$ cat src/rtl/dmem_arbiter_pkg.sv
// Shared constants and FSM state type for the data-memory arbiter.
package dmem_arbiter_pkg;

    localparam int DMEM_WIDTH = 16;
    localparam int XLEN       = 32;
    localparam int SL_WIDTH   = 3;

    // Load/store size code for a full word access
    localparam logic [SL_WIDTH-1:0] SL_WORD = 3'd2;

    typedef enum logic [1:0] {
        ST_IDLE = 2'b00,
        ST_CORE = 2'b01,
        ST_DBG  = 2'b10
    } arb_state_t;

endpackage

$ cat src/rtl/dmem_arbiter_cmd_reg.sv
// Command register holding the granted memory command; loads on en.
module dmem_cmd_reg
    import dmem_arbiter_pkg::*;
#(
    parameter int AW = DMEM_WIDTH,
    parameter int DW = XLEN
) (
    input  logic                clk,
    input  logic                rstn,
    input  logic                en,
    input  logic                we_d,
    input  logic [AW-1:0]       addr_d,
    input  logic [DW-1:0]       wdata_d,
    input  logic [SL_WIDTH-1:0] lwhb_d,
    input  logic [SL_WIDTH-1:0] swhb_d,
    output logic                we_q,
    output logic [AW-1:0]       addr_q,
    output logic [DW-1:0]       wdata_q,
    output logic [SL_WIDTH-1:0] lwhb_q,
    output logic [SL_WIDTH-1:0] swhb_q
);

    // Capture the command on a grant; hold it stable for the whole access
    always_ff @(posedge clk or negedge rstn) begin
        if (!rstn) begin
            we_q    <= 1'b0;
            addr_q  <= '0;
            wdata_q <= '0;
            lwhb_q  <= '0;
            swhb_q  <= '0;
        end else if (en) begin
            we_q    <= we_d;
            addr_q  <= addr_d;
            wdata_q <= wdata_d;
            lwhb_q  <= lwhb_d;
            swhb_q  <= swhb_d;
        end
    end

endmodule

$ cat src/rtl/dmem_arbiter.sv
// Two-requester data-memory arbiter: the pipeline MEM stage (core) and a
// display/debug read port share one memory. The core normally wins; a
// starvation counter forces a debug grant after STARVE_MAX core grants.
//
// Handshake: a requester holds *_req high until its one-cycle *_done pulse.
// mem_req stays high with a stable command until mem_ack; mem_ack and
// mem_rdata are valid together and mem_ack is ignored while mem_req is low.
module dmem_arbiter
    import dmem_arbiter_pkg::*;
#(
    parameter int AW         = DMEM_WIDTH,
    parameter int DW         = XLEN,
    parameter int STARVE_MAX = 8,
    localparam int CW        = $clog2(STARVE_MAX + 1)
) (
    input  logic                clk,
    input  logic                rstn,
    // core port
    input  logic                core_req,
    input  logic                core_we,
    input  logic [AW-1:0]       core_addr,
    input  logic [DW-1:0]       core_wdata,
    input  logic [SL_WIDTH-1:0] core_lwhb,
    input  logic [SL_WIDTH-1:0] core_swhb,
    output logic [DW-1:0]       core_rdata,
    output logic                core_done,
    output logic                core_stall,
    // debug read port
    input  logic                dbg_req,
    input  logic [AW-1:0]       dbg_addr,
    output logic [DW-1:0]       dbg_rdata,
    output logic                dbg_done,
    // memory port
    output logic                mem_req,
    output logic                mem_we,
    output logic [AW-1:0]       mem_addr,
    output logic [DW-1:0]       mem_wdata,
    output logic [SL_WIDTH-1:0] mem_lwhb,
    output logic [SL_WIDTH-1:0] mem_swhb,
    input  logic                mem_ack,
    input  logic [DW-1:0]       mem_rdata,
    // observability
    output arb_state_t          fsm_state,
    output logic [CW-1:0]       starve_cnt
);

    arb_state_t          state, state_nxt;
    logic                grant_core, grant_dbg;
    logic                dbg_wins;
    logic                aborted;
    logic                cmd_we;
    logic [AW-1:0]       cmd_addr;
    logic [DW-1:0]       cmd_wdata;
    logic [SL_WIDTH-1:0] cmd_lwhb, cmd_swhb;

    assign dbg_wins  = dbg_req && (starve_cnt == CW'(STARVE_MAX));
    assign fsm_state = state;

    // State register
    always_ff @(posedge clk or negedge rstn) begin
        if (!rstn) state <= ST_IDLE;
        else       state <= state_nxt;
    end

    // Arbitration and access-completion transitions
    always_comb begin
        state_nxt  = state;
        grant_core = 1'b0;
        grant_dbg  = 1'b0;
        case (state)
            ST_IDLE: begin
                if (core_req && !dbg_wins) begin
                    grant_core = 1'b1;
                    state_nxt  = ST_CORE;
                end else if (dbg_req) begin
                    grant_dbg  = 1'b1;
                    state_nxt  = ST_DBG;
                end
            end
            ST_CORE, ST_DBG: begin
                if (mem_ack) state_nxt = ST_IDLE;
            end
            default: state_nxt = ST_IDLE;
        endcase
    end

    // Select the winning requester's command; debug is always a word read
    always_comb begin
        cmd_we    = 1'b0;
        cmd_addr  = dbg_addr;
        cmd_wdata = '0;
        cmd_lwhb  = SL_WORD;
        cmd_swhb  = '0;
        if (!grant_dbg) begin
            cmd_we    = core_we;
            cmd_addr  = core_addr;
            cmd_wdata = core_wdata;
            cmd_lwhb  = core_lwhb;
            cmd_swhb  = core_swhb;
        end
    end

    dmem_cmd_reg #(
        .AW(AW),
        .DW(DW)
    ) u_cmd_reg (
        .clk     (clk),
        .rstn    (rstn),
        .en      (grant_core | grant_dbg),
        .we_d    (cmd_we),
        .addr_d  (cmd_addr),
        .wdata_d (cmd_wdata),
        .lwhb_d  (cmd_lwhb),
        .swhb_d  (cmd_swhb),
        .we_q    (mem_we),
        .addr_q  (mem_addr),
        .wdata_q (mem_wdata),
        .lwhb_q  (mem_lwhb),
        .swhb_q  (mem_swhb)
    );

    // Remember a requester withdrawing mid-access so its late done is dropped
    always_ff @(posedge clk or negedge rstn) begin
        if (!rstn) begin
            aborted <= 1'b0;
        end else if (grant_core || grant_dbg) begin
            aborted <= 1'b0;
        end else if ((state == ST_CORE && !core_req) || (state == ST_DBG && !dbg_req)) begin
            aborted <= 1'b1;
        end
    end

    // Count core grants made while debug is waiting
    always_ff @(posedge clk or negedge rstn) begin
        if (!rstn) begin
            starve_cnt <= '0;
        end else if (!dbg_req || grant_dbg) begin
            starve_cnt <= '0;
        end else if (grant_core && starve_cnt != CW'(STARVE_MAX)) begin
            starve_cnt <= starve_cnt + 1'b1;
        end
    end

    // Memory request and completion strobes derived from the current state
    always_comb begin
        mem_req    = (state != ST_IDLE);
        core_done  = (state == ST_CORE) && mem_ack && core_req && !aborted;
        dbg_done   = (state == ST_DBG) && mem_ack && dbg_req && !aborted;
        core_rdata = core_done ? mem_rdata : '0;
        core_stall = core_req && !core_done;
    end

    // Debug read data is registered and held until the next debug completion
    always_ff @(posedge clk or negedge rstn) begin
        if (!rstn)         dbg_rdata <= '0;
        else if (dbg_done) dbg_rdata <= mem_rdata;
    end

endmodule

$ cat config.mk
export PLATFORM = sky130hd
export DESIGN_NAME = dmem_arbiter
export DESIGN_NICKNAME = d
export VERILOG_FILES = /design/src/rtl/dmem_arbiter_pkg.sv /design/src/rtl/dmem_arbiter_cmd_reg.sv /design/src/rtl/dmem_arbiter.sv
export SDC_FILE = /design/constraint.sdc
export NUM_CORES = 1
export LEC_CHECK = 0
export BUFFER_PORTS_ARGS = -buffer_cell sky130_fd_sc_hd__buf_2
export CAP_MARGIN = 10
export CORE_ASPECT_RATIO = 0.75
export CORE_MARGIN = 2
export CORE_UTILIZATION = 28
export DETAILED_ROUTE_END_ITERATION = 12
export PLACE_DENSITY = 0.67
export REMOVE_ABC_BUFFERS = 1
export SYNTH_ARGS = -nofsm -noshare
export SYNTH_HDL_FRONTEND = slang
export SYNTH_SLANG_ARGS = --single-unit
$ cat constraint.sdc
create_clock -name clk -period 4 [get_ports clk]
set_input_delay 0.4 -clock clk [delete_from_list [all_inputs] [get_ports clk]]
set_output_delay 0.4 -clock clk [all_outputs]
set_load 0.01 [all_outputs]
# ---- After elaboration in Yosys (flattened, before gate mapping)
# Index checks and enable logic that the tools add are counted.
dict set report op_classes {
  order_cmp 0
  reduce_logical 26
  mul 0
  bitwise 1
  eq_ne 6
  n_mux 19
  shift 0
  div 0
  n_addsub 1
}
# cell n
set op_table {}
lappend op_table {{32-bit two-way mux} 2}
lappend op_table {{16-bit two-way mux} 1}
lappend op_table {{1-bit logical AND} 12}
lappend op_table {{1-bit two-way mux} 8}
lappend op_table {{4-bit two-way mux} 2}
lappend op_table {{2-bit two-way mux} 3}
lappend op_table {{3-bit two-way mux} 2}
lappend op_table {{2-bit nonzero test} 3}
lappend op_table {{1-bit logical NOT} 5}
lappend op_table {{4-bit by 1-bit adder with 4-bit output (second input constant)} 1}
lappend op_table {{4-bit equality test (second input constant)} 1}
lappend op_table {{4-bit != test (second input constant)} 1}
lappend op_table {{2-bit one-hot mux with 2 select lines} 1}
lappend op_table {{1-bit logical OR} 3}
lappend op_table {{3-bit != test (second input constant)} 1}
lappend op_table {{2-bit by 1-bit equality test with 1-bit output (second input constant)} 1}
lappend op_table {{2-bit equality test (second input constant)} 1}
lappend op_table {{2-bit logical NOT} 1}
lappend op_table {{2-bit != test (second input constant)} 1}
lappend op_table {{2-bit AND reduction} 1}
lappend op_table {{2-bit OR reduction} 1}
lappend op_table {{1-bit bitwise OR} 1}
dict set report word_totals {
  elab_cells 62
  memories 0
  latchBits 0
  out_inout_bits 129
  romBits 0
  reg_bits 94
  ram_bits 0
  input_bits 108
}

# ---- Longest topological paths before layout
dict set report depth {
  ltp_word 9
  mapped_depth 7
  depth_no_buf 5
}

# ---- Cells and area by module
# From an unflattened synthesis, not the netlist that was laid out.
dict set report hier_totals {
  hier_cells 335
  area_unflattened_um2 4643.2
}
# mod cells_each area_each_um2 seq_area_each_um2 instances
set modules_own_cells {}
lappend modules_own_cells {dmem_arbiter 219 2348.5 975.9 1}
lappend modules_own_cells {dmem_cmd_reg 116 2294.7 1376.3 1}

# ---- Worst setup path before layout
# OpenSTA, ideal clock, no wires.
dict set report synth_timing {
  path_type {reg-to-output}
  from {register state[1], in the netlist fsm_state[1]}
  to {output port core_rdata[10]}
  n_path_buf 2
  setup_slack_ps 2245
  path_stages_with_launch 7
  arrival_ps 1355
  t_required_ps 3600
  cell_sequence {dfrtp_1 > inv_1 > ha_1 > and3_1 > clkbuf_1 > clkbuf_1 > and2_1}
}
dict set report synth_via {
  elab_chain_len 5
}
# item line
set synth_rtl {}
lappend synth_rtl {{start: declaration} dmem_arbiter.sv:47} ;# arb_state_t state, state_nxt;
lappend synth_rtl {{start signal: assignment} dmem_arbiter.sv:62} ;# else state <= state_nxt;
lappend synth_rtl {{2-bit by 1-bit equality test with 1-bit output} dmem_arbiter.sv:147} ;# core_done = (state == ST_CORE) && mem_ack && core_req && !aborted;
lappend synth_rtl {{1-bit logical AND (3 in a row)} dmem_arbiter.sv:147}
lappend synth_rtl {{32-bit two-way mux} dmem_arbiter.sv:149} ;# core_rdata = core_done ? mem_rdata : '0;
lappend synth_rtl {{end: declaration} dmem_arbiter.sv:25} ;# output logic [DW-1:0] core_rdata,
# Every way passes these cells.

# ---- Final worst setup path
dict set report layout_timing {
  from {register state[1], in the netlist fsm_state[1]}
  to {output port core_rdata[11]}
}
# The elaborated chain is that of the path after synthesis.

==> flow_summary.json <==
{
  "holdWs_ns": 0.0961,
  "worst_ep_required_time_ns": 3.60,
  "syn-cell-area_um2": 4010,
  "wl_um": 11000,
  "p_comb_frac": 0.391,
  "multi_input_area_um2": 1520,
  "dieArea_um2": 15300,
  "place.gp.congestion": 0.782,
  "cts_tree": "yes",
  "num_rows": 37,
  "hold_viol": 0,
  "p_int_mw": 2.63,
  "grt_max_degree": 58,
  "drive_above_1_share": 0.549,
  "clkPwrFrac": 0.214,
  "ctsRootBufferMaster": "clkbuf_16",
  "synth.area.top_cells": "dfrtp_1, mux2_2, a22o_1",
  "start_kind": "flip-flop",
  "die_h_um": 108,
  "start_util": 0.290,
  "drt-vias-per-instance": 4.68,
  "cp_max_fo": 34,
  "grt_pass1_wl_um": 17300,
  "die_x_um": 142,
  "postCtsHoldBufs": 0,
  "numPortBuffers": 236,
  "slew_headroom": 0.260,
  "wl_per_cell_um": 15.4,
  "grt_pass1_vias": 3427,
  "grt_setup_unrepaired": "false",
  "p_switching_mw": 1.39,
  "r2r_slack_ns": 1.56,
  "period_minus_slack_ns": 2.56,
  "p_leak_nw": 3.03,
  "dr.pass1.iters": 4,
  "post_cts_buffers": 0,
  "swShare": 0.346,
  "place_area_um2": 5330,
  "fmax_mhz": 390,
  "worstMarginPinSlew_ns": 1.11,
  "syn_inst": 304,
  "layout_common_cells": "buf_2, dfrtp_1, and2_1, a22o_1, mux2_2",
  "seqPwrFrac": 0.395,
  "post_cts_resized": 0,
  "drc": 0,
  "grt_usage": 0.143,
  "fin_util": 0.407,
  "p_per_area_nw_per_um2": 715,
  "cts.sinks": 94,
  "htreeDepth": 3,
  "cts_buffer_depth": 2,
  "antenna_found_initial": 0,
  "regArea_um2": 2350,
  "final_common_cell": "buf_2",
  "antenna_cells": 0,
  "finalSetupViolations": 0,
  "rr_worst_depth": 6,
  "vdd_drop_max_uv": 321,
  "yosys_warnings": 0,
  "cp-end-kind": "primary output",
  "dp_hpwl_um": 8090,
  "synth.distinct_cells": 39,
  "clkLatencyLatePin_ns": 0.34,
  "arrival_ns": 2.16,
  "slew_violations": 0,
  "area_growth_pct": 40.2,
  "grt-ovfl-total": 0,
  "yosysTopAreaCell": "dfrtp_1",
  "ant_nets": 0,
  "outcome": "complete, no violations",
  "timing.setup.tns_ns": 0,
  "core_area_um2": 13800,
  "synth_area_per_cell_um2": 13.2,
  "fillerInstances": 1341,
  "numCtsBuffers": 9,
  "ios": 237,
  "clk_pin_slew_ns": 0.07,
  "synth_seq_area_share": 0.586,
  "holdCritPathClass": "in2async",
  "first_iter_violations": 171,
  "yosysTopAreaCellShare": 0.586,
  "power_mw": 4.02,
  "nets": 647,
  "drv_cap": 0,
  "finalCritPeriodShare": 0.641,
  "vias": 3340,
  "stdcell_area_um2": 5630,
  "ys_ff_latch": 94,
  "skew_ns": 0.00674,
  "path_class": "reg2out"
}
==> logic make-up after synthesis <==
group | Yosys count | synth area share
muxes | 32 | 0.0898
and+or+nand+nor | 76 | 0.118
buffers and inverters | 28 | 0.0377
adders and majority gates | 5 | 0.0156
DFF | 94 | 0.586
AOI/OAI and AO/OA | 69 | 0.153
==> path summary, 6_finish.rpt <==
path                                             from                    end
max in group asynchronous                        rstn   u_cmd_reg.addr_q[10]
worst max-delay path                     fsm_state[1]         core_rdata[11]
worst min register to register  u_cmd_reg.wdata_q[26]  u_cmd_reg.wdata_q[26]
worst max register to register           fsm_state[1]   u_cmd_reg.wdata_q[1]
worst min-delay path                             rstn          dbg_rdata[29]
min in group clk                        core_wdata[4]   u_cmd_reg.wdata_q[4]
==> layout make-up <==
type / count / area share
Tap cell: 175 / 0.0389
Clock buffer: 11 / 0.0431
Multi-Input combinational cell: 182 / 0.270
Sequential cell: 94 / 0.418
Inverter: 7 / 0.00467
Timing Repair Buffer: 240 / 0.216
Clock inverter: 5 / 0.0102
==> power groups by stage <==
stage | Combinational (mW) | Clock (mW) | Sequential (mW)
6_report | 1.58 | 0.861 | 1.59
5_1_grt | 1.72 | 0.933 | 1.64
4_1_cts | 1.60 | 0.898 | 1.59
3_5_place_dp | 1.61 | 0 | 1.59
3_3_place_gp | 1.57 | 0 | 1.58
2_1_floorplan | 0.672 | 0 | 1.78
==> sequential cells by signal (all words and copies together) (netlist names) <==
register and count:
u_cmd_reg.addr_q 16, fsm_state 2, u_cmd_reg.wdata_q 32, dbg_rdata 32
u_cmd_reg.swhb_q 3, u_cmd_reg.we_q 1, aborted 1, starve_cnt 4
u_cmd_reg.lwhb_q 3
==> through the flow <==
| stage | setup slack, ns | instances |
|---|---|---|
| 3_5_place_dp | 1.52 | 698 |
| 4_1_cts | 1.42 | 714 |
| 2_1_floorplan | 1.85 | 283 |
| 3_3_place_gp | 1.67 | 698 |
| 6_report | 1.44 | 714 |
| 5_1_grt | 1.17 | 714 |
==> critical path: stages (launching register included) <==
cell	delay (ns)
dfrtp_1	0.41
inv_1	0.09
ha_1	0.17
and3_1	0.76
and2_1	0.24
buf_2	0.14
==> Yosys cell counts <==
library cell	number
buf_6	3
o21ai_0	1
clkbuf_1	3
nand3_1	4
and2_1	50
a221o_1	12
nand2_1	6
a22o_1	38
a21oi_1	5
a21o_1	1
and3_1	1
nand4b_1	3
o32ai_1	1
nor2b_1	2
clkbuf_2	1
a221oi_1	1
or3_1	1
a211oi_4	1
mux2_2	32
nand3b_1	1
o221ai_1	1
nor2_1	1
inv_2	1
a31oi_1	1
dfrtp_1	94
o311a_1	1
nor2_4	1
buf_4	2
or2_2	1
buf_2	12
o21ai_2	1
ha_1	5
nand2b_1	2
a221o_2	4
and3b_1	1
a21boi_0	1
and4b_1	1
inv_1	6
nand4_1	1
==> routing by layer <==
layer | vias up | wire (µm) | GRT usage
met5 | - | 0 | 0
met3 | 11 | 740 | 0.0507
met2 | 118 | 5340 | 0.229
li1 | 1569 | - | -
met1 | 1642 | 4800 | 0.184
met4 | 0 | 119 | 0.0393
(Power assumes the default switching activity.)
